File: config.mk
export PLATFORM = sky130hd
export DESIGN_NAME = dmem_shadow_monitor_flat
export DESIGN_NICKNAME = d
export VERILOG_FILES = /design/src/rtl/dmem_shadow_monitor_if.sv /design/src/rtl/dmem_shadow_monitor.sv /design/src/flat_wrapper.sv
export SDC_FILE = /design/constraint.sdc
export NUM_CORES = 1
export LEC_CHECK = 0
export BUFFER_PORTS_ARGS = -buffer_cell sky130_fd_sc_hd__buf_2
export CAP_MARGIN = 20
export CORE_AREA = 2 2 214 132
export CTS_CLUSTER_DIAMETER = 30
export CTS_CLUSTER_SIZE = 40
export DETAILED_ROUTE_END_ITERATION = 10
export DIE_AREA = 0 0 216 134
export SYNTH_ARGS = -nofsm -noshare
export SYNTH_HDL_FRONTEND = slang
export SYNTH_SLANG_ARGS = --single-unit
File: constraint.sdc
create_clock -name clk -period 10.7 [get_ports clk]
set_clock_uncertainty 0.05 [all_clocks]
set_input_delay 1.07 -clock clk [delete_from_list [all_inputs] [get_ports clk]]
set_output_delay 1.07 -clock clk [all_outputs]
set_load 0.02 [all_outputs]
File: src/rtl/dmem_shadow_monitor_if.sv
// Unified valid/ready memory bus between a core-side harness (master) and the monitor (slave).
// The harness also supplies mem_rdata from its memory model.
interface dmem_shadow_monitor_if #(
  parameter int AW = 32,
  parameter int DW = 32
);
  localparam int NB = DW / 8;

  logic          mem_valid;
  logic          mem_instr;
  logic [AW-1:0] mem_addr;
  logic [DW-1:0] mem_wdata;
  logic [NB-1:0] mem_wstrb;
  logic [DW-1:0] mem_rdata;
  logic          mem_ready;

  modport master (
    output mem_valid, mem_instr, mem_addr, mem_wdata, mem_wstrb, mem_rdata,
    input  mem_ready
  );

  modport slave (
    input  mem_valid, mem_instr, mem_addr, mem_wdata, mem_wstrb, mem_rdata,
    output mem_ready
  );
endinterface

File: src/rtl/dmem_shadow_monitor.sv
// Fixed-latency ready responder that shadows NTRACK word addresses with per-byte known bits
// and flags read-data mismatches and handshake-protocol violations (sticky until reset).
module dmem_shadow_monitor #(
  parameter int AW          = 32,
  parameter int DW          = 32,
  parameter int NTRACK      = 2,
  parameter int WAIT_CYCLES = 0,
  parameter int CHECK_INSTR = 0,
  localparam int NB  = DW / 8,
  localparam int OFS = (NB > 1) ? $clog2(NB) : 0,
  localparam int IW  = (NTRACK > 1) ? $clog2(NTRACK) : 1
) (
  input  logic                 clk,
  input  logic                 reset,
  dmem_shadow_monitor_if.slave bus,
  input  logic [NTRACK*AW-1:0] track_addr,
  output logic                 err_mismatch,
  output logic [IW-1:0]        mismatch_idx,
  output logic                 err_protocol,
  output logic [15:0]          txn_count
);

  typedef enum logic [1:0] {S_IDLE, S_WAIT, S_ACK} state_t;

  state_t        r_state;
  logic          r_ready;
  logic [7:0]    r_cnt;
  logic [AW-1:0] r_addr;
  logic [DW-1:0] r_wdata;
  logic [NB-1:0] r_wstrb;
  logic          r_instr;
  logic [DW-1:0] r_shadow [NTRACK];
  logic [NB-1:0] r_known  [NTRACK];
  logic          r_err_mm;
  logic [IW-1:0] r_idx;
  logic          r_err_proto;
  logic [15:0]   r_txn;

  logic [NTRACK-1:0] w_match;
  logic [NTRACK-1:0] w_diff;
  logic              w_check;
  logic              w_req_diff;
  logic              w_any_diff;
  logic              w_found;
  logic [IW-1:0]     w_first;

  always_comb begin
    w_req_diff = !bus.mem_valid || (bus.mem_addr != r_addr) || (bus.mem_wdata != r_wdata) ||
                 (bus.mem_wstrb != r_wstrb) || (bus.mem_instr != r_instr);
    w_check    = (r_wstrb == '0) && (!r_instr || (CHECK_INSTR != 0));
    w_found    = 1'b0;
    w_first    = '0;
    for (int unsigned i = 0; i < NTRACK; i++) begin
      // XOR-then-shift compares word addresses while ignoring the byte offset
      w_match[i] = ((r_addr ^ track_addr[i*AW +: AW]) >> OFS) == '0;
      w_diff[i]  = 1'b0;
      for (int unsigned b = 0; b < NB; b++) begin
        if (r_known[i][b] && (bus.mem_rdata[b*8 +: 8] != r_shadow[i][b*8 +: 8]))
          w_diff[i] = 1'b1;
      end
      w_diff[i] = w_diff[i] && w_match[i] && w_check;
      if (w_diff[i] && !w_found) begin
        w_found = 1'b1;
        w_first = IW'(i);
      end
    end
    w_any_diff = |w_diff;
  end

  always_ff @(posedge clk or posedge reset) begin
    if (reset) begin
      r_state     <= S_IDLE;
      r_ready     <= 1'b0;
      r_cnt       <= '0;
      r_addr      <= '0;
      r_wdata     <= '0;
      r_wstrb     <= '0;
      r_instr     <= 1'b0;
      r_err_mm    <= 1'b0;
      r_idx       <= '0;
      r_err_proto <= 1'b0;
      r_txn       <= '0;
      for (int unsigned i = 0; i < NTRACK; i++) begin
        r_shadow[i] <= '0;
        r_known[i]  <= '0;
      end
    end else begin
      case (r_state)
        S_IDLE: begin
          if (bus.mem_valid) begin
            r_addr  <= bus.mem_addr;
            r_wdata <= bus.mem_wdata;
            r_wstrb <= bus.mem_wstrb;
            r_instr <= bus.mem_instr;
            if (WAIT_CYCLES == 0) begin
              r_state <= S_ACK;
              r_ready <= 1'b1;
            end else begin
              r_state <= S_WAIT;
              r_cnt   <= 8'(WAIT_CYCLES - 1);
            end
          end
        end
        S_WAIT: begin
          if (w_req_diff) r_err_proto <= 1'b1;
          if (r_cnt == '0) begin
            r_state <= S_ACK;
            r_ready <= 1'b1;
          end else begin
            r_cnt <= r_cnt - 8'd1;
          end
        end
        S_ACK: begin
          if (w_req_diff) r_err_proto <= 1'b1;
          r_state <= S_IDLE;
          r_ready <= 1'b0;
          if (r_txn != 16'hFFFF) r_txn <= r_txn + 16'd1;
          for (int unsigned i = 0; i < NTRACK; i++) begin
            for (int unsigned b = 0; b < NB; b++) begin
              if (w_match[i] && r_wstrb[b]) begin
                r_shadow[i][b*8 +: 8] <= r_wdata[b*8 +: 8];
                r_known[i][b]         <= 1'b1;
              end
            end
          end
          if (w_any_diff) begin
            r_err_mm <= 1'b1;
            if (!r_err_mm) r_idx <= w_first;
          end
        end
        default: begin
          r_state <= S_IDLE;
          r_ready <= 1'b0;
        end
      endcase
    end
  end

  assign bus.mem_ready = r_ready;
  assign err_mismatch  = r_err_mm;
  assign mismatch_idx  = r_idx;
  assign err_protocol  = r_err_proto;
  assign txn_count     = r_txn;

endmodule

File: src/flat_wrapper.sv
// flat-port wrapper written by rule: the top's interface ports become plain ports
module dmem_shadow_monitor_flat 
#(
  parameter int AW          = 32,
  parameter int DW          = 32,
  parameter int NTRACK      = 2,
  parameter int WAIT_CYCLES = 0,
  parameter int CHECK_INSTR = 0,
  localparam int NB  = DW / 8,
  localparam int OFS = (NB > 1) ? $clog2(NB) : 0,
  localparam int IW  = (NTRACK > 1) ? $clog2(NTRACK) : 1
)
  (clk, reset, track_addr, err_mismatch, mismatch_idx, err_protocol, txn_count, bus_mem_valid, bus_mem_instr, bus_mem_addr, bus_mem_wdata, bus_mem_wstrb, bus_mem_rdata, bus_mem_ready);
  dmem_shadow_monitor_if #(.AW(AW), .DW(DW)) bus_i ();
  input  logic clk;
  input  logic reset;
  input  logic [NTRACK*AW-1:0] track_addr;
  output logic err_mismatch;
  output logic [IW-1:0] mismatch_idx;
  output logic err_protocol;
  output logic [15:0] txn_count;
  input wire logic [$bits(bus_i.mem_valid)-1:0] bus_mem_valid;
  input wire logic [$bits(bus_i.mem_instr)-1:0] bus_mem_instr;
  input wire logic [$bits(bus_i.mem_addr)-1:0] bus_mem_addr;
  input wire logic [$bits(bus_i.mem_wdata)-1:0] bus_mem_wdata;
  input wire logic [$bits(bus_i.mem_wstrb)-1:0] bus_mem_wstrb;
  input wire logic [$bits(bus_i.mem_rdata)-1:0] bus_mem_rdata;
  output wire logic [$bits(bus_i.mem_ready)-1:0] bus_mem_ready;
  assign bus_i.mem_valid = bus_mem_valid;
  assign bus_i.mem_instr = bus_mem_instr;
  assign bus_i.mem_addr = bus_mem_addr;
  assign bus_i.mem_wdata = bus_mem_wdata;
  assign bus_i.mem_wstrb = bus_mem_wstrb;
  assign bus_i.mem_rdata = bus_mem_rdata;
  assign bus_mem_ready = bus_i.mem_ready;
  dmem_shadow_monitor #(.AW(AW), .DW(DW), .NTRACK(NTRACK), .WAIT_CYCLES(WAIT_CYCLES), .CHECK_INSTR(CHECK_INSTR)) u_core (.clk(clk), .reset(reset), .bus(bus_i), .track_addr(track_addr), .err_mismatch(err_mismatch), .mismatch_idx(mismatch_idx), .err_protocol(err_protocol), .txn_count(txn_count));
endmodule
### Yosys cells after proc, flatten, opt, wreduce, memory -nomap -nowiden

Cells that the tools add are included.

| storage, ports and cells | value |
|---|---|
| logic and storage cells | 117 |
| input port bits | 168 |
| flip-flop bits (word level) | 171 |
| output and inout bits | 20 |

| operators by class | value |
|---|---|
| multiplexer cells | 16 |
| $add $sub $neg | 2 |
| reductions and logical operators | 51 |
| equal/unequal tests | 17 |
| bitwise operators | 4 |

Operators with widths:

| cell | count |
|---|---|
| $logic_not A32 Y1 | 2 |
| $ne A32 B32 Y1 | 2 |
| $ne A8 B8 Y1 | 8 |
| $xor A32 B32 Y32 | 2 |
| $reduce_and A2 Y1 | 14 |
| $logic_and A1 B1 Y1 | 22 |
| $add A16 B1 Y16 const B | 1 |
| $ne A16 B16 Y1 const B | 1 |
| $mux W1 | 12 |
| $logic_not A8 Y1 | 1 |
| $sub A8 B1 Y8 const B | 1 |
| $logic_not A4 Y1 | 1 |
| $logic_or A1 B1 Y1 | 4 |
| $mux W2 | 2 |
| $ne A4 B4 Y1 | 1 |
| $pmux W2 S2 | 1 |
| $reduce_or A2 Y1 | 2 |
| $logic_not A1 Y1 | 3 |
| $reduce_and A3 Y1 | 1 |
| $eq A2 B1 Y1 const B | 1 |
| $eq A2 B2 Y1 const B | 1 |
| $logic_not A2 Y1 | 1 |
| $ne A2 B1 Y1 const B | 1 |
| $ne A2 B2 Y1 const B | 1 |
| 3 further kinds | 4 |

### Logic depth before layout (Yosys ltp)

Gate-level depths: netlist of the first run.

| depth | value |
|---|---|
| word-level depth | 12 |
| depth in mapped cells | 7 |

### Worst setup path after synthesis of the first run

OpenSTA, ideal clock, no wires.

| timing path | value |
|---|---|
| kind | input to register |
| start point | input port track_addr[16] |
| end point | register u_core.r_shadow[32] (netlist name) |
| cell stages on the path | 6 |
| setup time | 125 ps |
| arrival | 2523 ps |
| data required time | 10525 ps |
| setup slack | 8003 ps |
| cell sequence | xor2_1 -> nor4_1 -> nand4_1 -> nor4_4 -> nand2_2 -> mux2_2 |

| on the way | value |
|---|---|
| word-level cells in the longest chain between the ends | 4 |

Ends and longest elaborated chain:

| item | line | text |
|---|---|---|
| start, declared | flat_wrapper.sv:17 | `input logic [NTRACK*AW-1:0] track_addr;` |
| $xor A32 B32 Y32 | dmem_shadow_monitor.sv:55 | `w_match[i] = ((r_addr ^ track_addr[i*AW +: AW]) >> OFS) == '0;` |
| $logic_not A32 Y1 | dmem_shadow_monitor.sv:55 |  |
| $logic_and A1 B1 Y1 | dmem_shadow_monitor.sv:120 | `if (w_match[i] && r_wstrb[b]) begin` |
| $reduce_and A2 Y1 (no line) | -- |  |
| end signal, assigned by index | dmem_shadow_monitor.sv:121 | `r_shadow[i][b*8 +: 8] <= r_wdata[b*8 +: 8];` |
| end, declared | dmem_shadow_monitor.sv:32 | `logic [DW-1:0] r_shadow [NTRACK];` |

Every way passes these cells.
A chain may end at the register's enable or synchronous reset.

### Worst setup path after layout of the first run

| timing path | value |
|---|---|
| start point | input port track_addr[2] |
| end point | register u_core.r_shadow[33] (netlist name) |

The elaborated chain is that of the path after synthesis.

==> results.json, run 1 <==
{
  "die_h_um": 134,
  "dieArea_mm2": 0.0289,
  "cts_setup_buffers": 0,
  "cts.clk_slew.worst_paths_ns": 0.06,
  "rsz0062_at_grt": "no",
  "cp-start-kind": "input port",
  "clkPwrFrac": 0.402,
  "tns_ns": 0,
  "fin_crit_sh": 0.288,
  "cp_slowest_cell": "nor4_4",
  "final_nets": 1051,
  "intPower_mw": 1.21,
  "postSynthCellCount": 687,
  "final_core_util": 0.381,
  "synth_top_flop_cell": "dfrtp_1",
  "area_delta_synth_final_pct": 24.6,
  "cts_tree": "done",
  "worst_r2r_path_depth": 6,
  "maxCapViolations": 0,
  "antenna_found_initial": 10,
  "drcViolationCount": 0,
  "ant_nets": 0,
  "ys_ff_latch": 161,
  "start_util": 0.306,
  "clock_path_buffers": 2,
  "vias_per_cell": 4.68,
  "p_sw_uw": 480,
  "hp-start": "u_core.r_known[7]$_DFFE_PP0P_",
  "synth_seq_area_share": 0.488,
  "cts_hold_buffers": 0,
  "layout-drive-gt1-share": 0.387,
  "drt_iter0_markers": 376,
  "ir_drop_uv": 86.3,
  "layout_common_cells": "buf_2 (183), dfrtp_1 (161), mux2_2 (118)",
  "status": "complete, no violations",
  "holdPathEnd": "u_core.r_known[7]$_DFFE_PP0P_",
  "core.rowCount": 47,
  "hold_viol": 0,
  "hold-worst-slack_ns": 0.411,
  "routed-via-count": 5937,
  "dp_hpwl_mm": 19.4,
  "tightest_slew_ns": 0.901,
  "coreArea_mm2": 0.0271,
  "setup_viol": 0,
  "synth.avg_cell_area_um2": 12.0,
  "dp.cells": 1230,
  "hp-class": "flip-flop to flip-flop",
  "place.gp.congestion": 0.849,
  "fillCellCount": 2712,
  "end_kind": "flip-flop",
  "io_pins": 188,
  "final_cells": 1268,
  "synth_async_sr_flop_share": 1.00,
  "ys_types": 41,
  "cts_resized": 0,
  "place.port_buffers": 183,
  "grt_max_degree": 95,
  "wl_mm": 24.5,
  "switching_share": 0.284,
  "p_per_area_mw_per_mm2": 164,
  "grt_pass1_vias": 5946,
  "p_leak_nw": 4.75,
  "cp_max_fo": 9,
  "grt_overflow": 0,
  "final_common_cell": "buf_2",
  "syn_nets": 856,
  "combPwrFrac": 0.162,
  "power_frac_seq": 0.435,
  "firstDrtPassIters": 4,
  "synth_edf_count": 0,
  "fin_crit_ns": 3.09,
  "ys_warn_count": 0,
  "worst_skew_pair.late_latency_ns": 0.44,
  "cts_sinks": 161,
  "cp_cell_sequence": "buf_2, xor2_1, nor4_1, nand4_1, nor4_4, nand2_2, mux2_2",
  "worstSetupPathType": "input port to flip-flop",
  "ys_top_cells_by_area": "dfrtp_1 (49%), mux2_2 (16%), xor2_1 (11%), xnor2_1 (8.8%), nand4_1 (2.3%)",
  "wire_per_inst_um": 19.3,
  "grt_usage": 0.175,
  "r2r_slack_ns": 7.86,
  "worstPathArrival_ns": 3.35,
  "max_stage_delay_ns": 0.67,
  "slew_headroom": 0.399,
  "reg2reg_from": "u_core.r_addr[2]$_DFFE_PP0P_",
  "fmaxAchievable_mhz": 324,
  "synthesis.area_mm2": 0.00826,
  "crit_required_ns": 10.97,
  "worst_r2r_endpoint": "u_core.r_shadow[33]$_DFFE_PP0P_",
  "yosysTopAreaCell": "dfrtp_1",
  "grt_pass1_wl_mm": 36.7,
  "final_max_slew_viol_count": 0,
  "chipWidth_um": 216,
  "numCtsBuffers": 17,
  "synth_top_area_share": 0.488,
  "root_buffer": "clkbuf_16",
  "cts.htree.levels": 4,
  "power_mw": 1.69,
  "holdPathStages": 1
}
==> routing by layer <==
layer  up-vias  track usage  share of wire
met5         -            0         0.0025
met4        10       0.0472          0.013
met3        31       0.0553          0.087
met2       159        0.240           0.41
met1      2917        0.260           0.49
li1       2820            -              -
==> synthesized netlist by cell type (2+ instances only) <==
cell type and n:
a221oi_1 2, a22o_1 3, a31oi_1 3, and4_1 2
clkbuf_1 8, dfrtp_1 161, inv_1 24, mux2_1 3
mux2_2 118, nand2_1 18, nand2_2 8, nand2b_1 13
nand3_1 9, nand4_1 30, nor2_1 10, nor2b_1 5
nor3_1 9, nor4_1 27, o2111ai_1 3, o21ai_0 22
o22ai_1 4, or2b_1 4, xnor2_1 83, xor2_1 101
==> through the flow <==
step,instance area [um2],worst slack (ns)
3_5_place_dp,9630,7.22
4_1_cts,10300,7.68
2_1_floorplan,8260,5.23
3_3_place_gp,9630,7.33
5_1_grt,10300,7.55
6_report,10300,7.61
==> kinds of logic (layout without fill, tap and decap cells) <==
family          Yosys count  count (layout)  share of synthesized area
xor+xnor                184             184                      0.195
flops                   161             161                      0.488
simple gates            142             142                      0.101
compound gates           45              45                     0.0354
other cells               0               6                          0
fa+ha+maj                 1               1                    0.00151
mux                     121             121                      0.165
buf+inv                  33             241                     0.0150
==> worst max path at each step <==
| stage | start | end | slack (ns) | cells after the start |
|---|---|---|---|---|
| 3_3_place_gp | track_addr[27] | u_core.r_shadow[34]$_DFFE_PP0P_ | 7.33 | 7 |
| 5_1_grt | track_addr[2] | u_core.r_shadow[40]$_DFFE_PP0P_ | 7.55 | 7 |
| 4_1_cts | track_addr[2] | u_core.r_shadow[47]$_DFFE_PP0P_ | 7.68 | 7 |
| 6_report | track_addr[2] | u_core.r_shadow[33]$_DFFE_PP0P_ | 7.61 | 7 |
| 3_5_place_dp | track_addr[2] | u_core.r_shadow[47]$_DFFE_PP0P_ | 7.22 | 7 |
| 2_1_floorplan | reset | u_core.bus.mem_ready$_DFFE_PP0P_ | 5.23 | 1 |
==> flip-flops by register name, summed over array words and instances, names as in the netlist <==
signal                count
u_core.mismatch_idx       1
u_core.err_protocol       1
u_core.txn_count         16
u_core.r_wdata           32
u_core.r_wstrb            4
u_core.bus.mem_ready      1
u_core.r_shadow          64
u_core.r_instr            1
u_core.r_addr            32
u_core.err_mismatch       1
u_core.r_known            8
==> power groups by stage <==
stage	registers (mW)	logic (mW)	clock network (mW)
final	0.734	0.274	0.679
after global routing	0.743	0.301	0.723
after CTS	0.734	0.277	0.695
after detailed placement	0.745	0.275	0
after global placement	0.742	0.272	0
after floorplan	0.736	0.156	0
==> worst max-delay path: cells and delay by family <==
kind	cells	cell delay [ns]
buffers and inverters	1	0.12
muxes	1	0.35
and+or+nand+nor	4	1.68
xor gates and xnor gates	1	0.14
==> area by class of cell <==
type | instances | area (um2) | share of cell area
multi-input cells | 493 | 4120 | 0.400
flip-flops and latches | 161 | 4030 | 0.391
repair buffers | 185 | 931 | 0.0904
well taps | 367 | 459 | 0.0446
clock buffers | 19 | 443 | 0.0430
clock inverters | 13 | 210 | 0.0204
inverters | 24 | 95.1 | 0.00923
diodes | 6 | 15.0 | 0.00146
Power figures use the tool's default switching activity.
==> run 2, diff against run 1 <==
clock period = 3 ns   (was 10.7 ns; I/O delays follow)
==> run 2 against run 1 <==
  * Hold slack got worse by 0.36 ns
  * First-iteration DRC count decreased by 23%
  * Via count increased by 1.8%
  * Non-clock buffer count increased by 8
  * Sequential power increased to 3.6 times the previous value
  * Critical endpoint is now u_core.r_shadow[53]$_DFFE_PP0P_
  * Register-to-register slack got worse by 7.6 ns
  * Critical path type is now flip-flop to flip-flop
  * Utilization increased by 0.37 points
  * Critical path depth decreased by 1
  * Die area unchanged
  * Cell area increased by 0.98%
  * Sequential cell count unchanged
  * Combinational power increased to 3.6 times the previous value
==> results.json, run 2 (synthesized netlist as in run 1, its figures left out) <==
{
  "cts.clk_slew.worst_paths_ns": 0.07,
  "place.gp.congestion": 0.866,
  "p_per_area_mw_per_mm2": 588,
  "io_pins": 188,
  "numCtsBuffers": 17,
  "tightest_slew_ns": 0.639,
  "layout_common_cells": "buf_2 (183), dfrtp_1 (161), mux2_2 (118)",
  "largest_reg_flops": 64,
  "area_delta_synth_final_pct": 25.9,
  "regMostFlops": "u_core.r_shadow",
  "use_met1": 0.261,
  "p_leak_nw": 4.81,
  "grtUsageMet2": 0.250,
  "routed-via-count": 6046,
  "grt_pass1_wl_mm": 37.9,
  "root_buffer": "clkbuf_16",
  "vias_per_cell": 4.74,
  "worst_r2r_path_depth": 6,
  "gr-usage-met3": 0.0571,
  "layout-drive-gt1-share": 0.392,
  "ir_drop_uv": 327,
  "fin_crit_sh": 0.914,
  "setup_slack_ns": 0.259,
  "reg_top3": "u_core.r_shadow x64, u_core.r_addr x32, u_core.r_wdata x32",
  "hold_viol": 0,
  "dp.cells": 1237,
  "worst_r2r_endpoint": "u_core.r_shadow[53]$_DFFE_PP0P_",
  "final_nets": 1059,
  "worstPathArrival_ns": 3.01,
  "wl_mm": 25.0,
  "cp_max_fo": 9,
  "coreArea_mm2": 0.0271,
  "core.rowCount": 47,
  "ant_nets": 0,
  "reg2reg_from": "u_core.r_addr[3]$_DFFE_PP0P_",
  "grt_overflow": 0,
  "final_common_cell": "buf_2",
  "die_h_um": 134,
  "dieArea_mm2": 0.0289,
  "cp-endpoint": "u_core.r_shadow[53]$_DFFE_PP0P_",
  "top_usage_layer": "met1",
  "fin_crit_ns": 2.74,
  "grt_pass1_vias": 6136,
  "grt_usage": 0.177,
  "place_area_mm2": 0.00971,
  "status": "complete, no violations",
  "rsz0062_at_grt": "no",
  "worstSetupPathType": "flip-flop to flip-flop",
  "maxCapViolations": 0,
  "crit_required_ns": 3.26,
  "start_util": 0.306,
  "clock_path_buffers": 2,
  "final_area_mm2": 0.0104,
  "fmaxAchievable_mhz": 365,
  "antenna_found_initial": 8,
  "worstSetupStartpoint": "u_core.r_addr[3]$_DFFE_PP0P_",
  "firstDrtPassIters": 4,
  "place.port_buffers": 183,
  "final_max_slew_viol_count": 0,
  "setup_viol": 0,
  "grt_max_degree": 64,
  "drt_iter0_markers": 289,
  "cts_tree": "done",
  "cts.htree.levels": 4,
  "power_mw": 6.11,
  "slew_headroom": 0.571,
  "worst_skew_pair.late_latency_ns": 0.44,
  "cts_resized": 0,
  "hp-class": "input port to flip-flop",
  "wire_per_inst_um": 19.6,
  "cp-start-kind": "flip-flop",
  "final_cells": 1275,
  "chipWidth_um": 216,
  "end_kind": "flip-flop",
  "drcViolationCount": 0,
  "cts_sinks": 161,
  "r2r_slack_ns": 0.26,
  "place_ws_ns": 0.295,
  "dp_hpwl_mm": 19.8,
  "tns_ns": 0
}
## run 2: changes by cell type in the layout (fill, tap and decap cells not counted)
cell and change:
diode_2 -1, clkbuf_8 +2, buf_4 +5, dlygate4sd3_1 +1
clkinvlp_4 -1, clkbuf_1 -1, buf_12 +2
## run 2: per-stage QoR
stage	hold slack (ns)	utilization
after detailed placement	0.373	0.359
after global placement	0.379	0.359
final	0.0536	0.385
after CTS	0.0289	0.384
after floorplan	0.367	-
after global routing	0.0505	0.384
## run 2: worst min-delay path by stage
stage | from | to | cells after the start
after floorplan | bus_mem_addr[12] | u_core.r_addr[12]$_DFFE_PP0P_ | 2
after global placement | reset | u_core.r_known[0]$_DFFE_PP0P_ | 2
after detailed placement | reset | u_core.r_shadow[32]$_DFFE_PP0P_ | 2
after CTS | bus_mem_instr | u_core.r_instr$_DFFE_PP0P_ | 3
after global routing | bus_mem_addr[30] | u_core.r_addr[30]$_DFFE_PP0P_ | 2
final | bus_mem_instr | u_core.r_instr$_DFFE_PP0P_ | 3
## run 2: worst max-delay path, stage by stage, from the launching register on
cell and delay [ns]:
dfrtp_1 0.44, xor2_1 0.18, nor4_1 0.35, nand4_1 0.33, nor4_4 0.63, nand2_2 0.29
mux2_2 0.34
## run 2: area by class of cell
cell class                      count  area, um2
Inverter                           24       93.8
Sequential cell                   161       4030
Multi-Input combinational cell    493       4120
Fill cell                        2708      16600
Clock inverter                     12        204
Antenna cell                        5       12.5
Clock buffer                       20        467
Tap cell                          367        459
Timing Repair Buffer              193       1020
## run 2: routing by layer
| layer | vias to the layer above | share of wire | routed length (um) |
|---|---|---|---|
| li1 | 2825 | - | - |
| met1 | 3044 | 0.50 | 12500 |
| met2 | 153 | 0.42 | 10500 |
| met3 | 18 | 0.071 | 1780 |
| met4 | 6 | 0.0073 | 184 |
| met5 | - | 0.0016 | 41 |
## run 2: report_power, final
group	internal, mW	switching [mW]	total [mW]
clock network	1.55	0.942	2.49
logic	0.469	0.535	1.00
registers	2.35	0.270	2.62
total	4.37	1.75	6.11
## run 2: repair_timing
item	in CTS	in global routing
hold buffers	1	0
buffers inserted	0	0
endpoints found under the hold margin	23	0
==> run 3, diff against run 2 <==
PLACE_DENSITY_LB_ADDON = 0.25   (was not set)
SKIP_LAST_GASP = 1   (was not set)
==> run 3 against run 2 <==
  * The flow now finishes with violations (negative hold slack)
  * Utilization shrank 0.47 points
  * Setup slack gained 0.055 ns
  * Wire length shrank 0.64%
  * Non-clock buffer count shrank 1
  * Combinational power is essentially flat
==> results.json, run 3 (synthesized netlist as in run 1, its figures left out) <==
{
  "worst_r2r_path_depth": 6,
  "layout-drive-gt1-share": 0.391,
  "final_nets": 1058,
  "ff_latch_area_mm2": 0.00403,
  "switching_share": 0.310,
  "tightest_slew_ns": 0.876,
  "multi_input_area_mm2": 0.00412,
  "maxCapViolations": 0,
  "dp_hpwl_mm": 19.9,
  "place.gp.congestion": 0.822,
  "final_common_cell": "buf_2",
  "coreArea_mm2": 0.0271,
  "antenna_found_initial": 9,
  "p_sw_mw": 1.75,
  "worstSetupStartpoint": "u_core.r_addr[3]$_DFFE_PP0P_",
  "firstDrtPassIters": 5,
  "worstSetupPathType": "flip-flop to flip-flop",
  "cts.htree.levels": 4,
  "largest_reg_flops": 64,
  "chipWidth_um": 216,
  "cp_max_fo": 9,
  "hp-class": "input port to asynchronous set/reset pin",
  "die_h_um": 134,
  "worstPathArrival_ns": 2.94,
  "p_per_area_mw_per_mm2": 549,
  "wire_per_inst_um": 19.5,
  "hold_viol": 11,
  "drcViolationCount": 0,
  "clock_path_buffers": 2,
  "wl_mm": 24.9,
  "core.rowCount": 47,
  "worst_r2r_endpoint": "u_core.r_shadow[32]$_DFFE_PP0P_",
  "rsz0062_at_grt": "no",
  "tns_ns": 0,
  "slew_headroom": 0.415,
  "cp-endpoint": "u_core.r_shadow[32]$_DFFE_PP0P_",
  "ir_drop_uv": 288,
  "fillCellCount": 2744,
  "grt_max_degree": 60,
  "regMostFlops": "u_core.r_shadow",
  "fin_crit_ns": 2.69,
  "numCtsBuffers": 17,
  "combPwrFrac": 0.178,
  "power_frac_seq": 0.464,
  "io_pins": 188,
  "fmaxAchievable_mhz": 372,
  "violations": "negative hold slack",
  "routed-via-count": 5951,
  "vias_per_cell": 4.66,
  "final_cells": 1276,
  "grt_pass1_wl_mm": 37.6,
  "reg2reg_from": "u_core.r_addr[3]$_DFFE_PP0P_",
  "r2r_slack_ns": 0.31,
  "end_kind": "flip-flop",
  "grt_pass1_vias": 6083,
  "place.port_buffers": 183,
  "power_mw": 5.64,
  "worst_skew_pair.late_latency_ns": 0.43,
  "crit_required_ns": 3.26,
  "setup_viol": 0,
  "final_max_slew_viol_count": 0,
  "dieArea_mm2": 0.0289,
  "layout_common_cells": "buf_2 (183), dfrtp_1 (161), mux2_2 (118)",
  "drt_iter0_markers": 302,
  "cts_setup_buffers": 0,
  "cp-start-kind": "flip-flop",
  "cts_tree": "done",
  "cts_hold_buffers": 0,
  "status": "finished with violations",
  "area_delta_synth_final_pct": 24.3,
  "p_leak_nw": 4.73,
  "root_buffer": "clkbuf_16",
  "clkPwrFrac": 0.359,
  "dp.cells": 1237,
  "reg_top3": "u_core.r_shadow x64, u_core.r_addr x32, u_core.r_wdata x32",
  "hold-worst-slack_ns": -0.00292,
  "grt_overflow": 0,
  "cts_resized": 0,
  "fin_crit_sh": 0.895,
  "cts.clk_slew.worst_paths_ns": 0.07,
  "intPower_mw": 3.89,
  "cts_sinks": 161,
  "start_util": 0.306,
  "ant_nets": 0,
  "grt_usage": 0.177
}
[run 3: changes by cell type in the layout (fill, tap and decap cells not counted), sizes merged]
cell,change
diode,+2
inv,+3
dlygate4sd3,-1
clkinvlp,+3
clkbuf,-2
clkinv,+1
bufinv,-5
[run 3: routing by layer]
layer,GRT usage,part of all wire
met1,0.272,0.51
met2,0.239,0.39
met5,0,0.0016
met4,0.0384,0.010
met3,0.0565,0.087
[run 3: critical path, stage by stage, from the launching register on]
cell and delay, ns:
dfrtp_1 0.44, xor2_1 0.18, nor4_1 0.32, nand4_1 0.34, nor4_4 0.61, nand2_2 0.28
mux2_2 0.34
[run 3: worst min path at each step]
stage / endpoint / slack, ns / cells past startpoint
2_1_floorplan: u_core.r_addr[12]$_DFFE_PP0P_ / 0.37 / 2
3_3_place_gp: u_core.r_known[4]$_DFFE_PP0P_ / 0.39 / 1
3_5_place_dp: u_core.r_known[7]$_DFFE_PP0P_ / 0.40 / 1
4_1_cts: u_core.r_shadow[21]$_DFFE_PP0P_ / 0.006 / 2
5_1_grt: u_core.r_shadow[52]$_DFFE_PP0P_ / 0.05 / 2
6_report: u_core.r_shadow[6]$_DFFE_PP0P_ / -0.003 / 2
[run 3: per-stage QoR]
step | setup slack [ns] | area (um2) | util
after global placement | 0.365 | 9720 | 0.359
after floorplan | 0.607 | 8270 | -
after detailed placement | 0.331 | 9720 | 0.359
final | 0.314 | 10300 | 0.380
after CTS | 0.304 | 10300 | 0.379
after global routing | 0.131 | 10300 | 0.380
[run 3: power groups by stage]
stage | clock network [mW] | registers, mW | logic (mW)
3_5_place_dp | 0 | 2.65 | 1.01
5_1_grt | 2.19 | 2.65 | 1.10
6_report | 2.02 | 2.61 | 1.00
4_1_cts | 2.09 | 2.61 | 1.01
2_1_floorplan | 0 | 2.62 | 0.555
3_3_place_gp | 0 | 2.65 | 1.00
[run 3: layout make-up]
type                            count  share of cell area
Clock buffer                       18              0.0418
Clock inverter                     14              0.0105
Sequential cell                   161               0.392
Multi-Input combinational cell    493               0.401
Inverter                           24             0.00913
Timing Repair Buffer              192              0.0994
Tap cell                          367              0.0447
Antenna cell                        7             0.00170
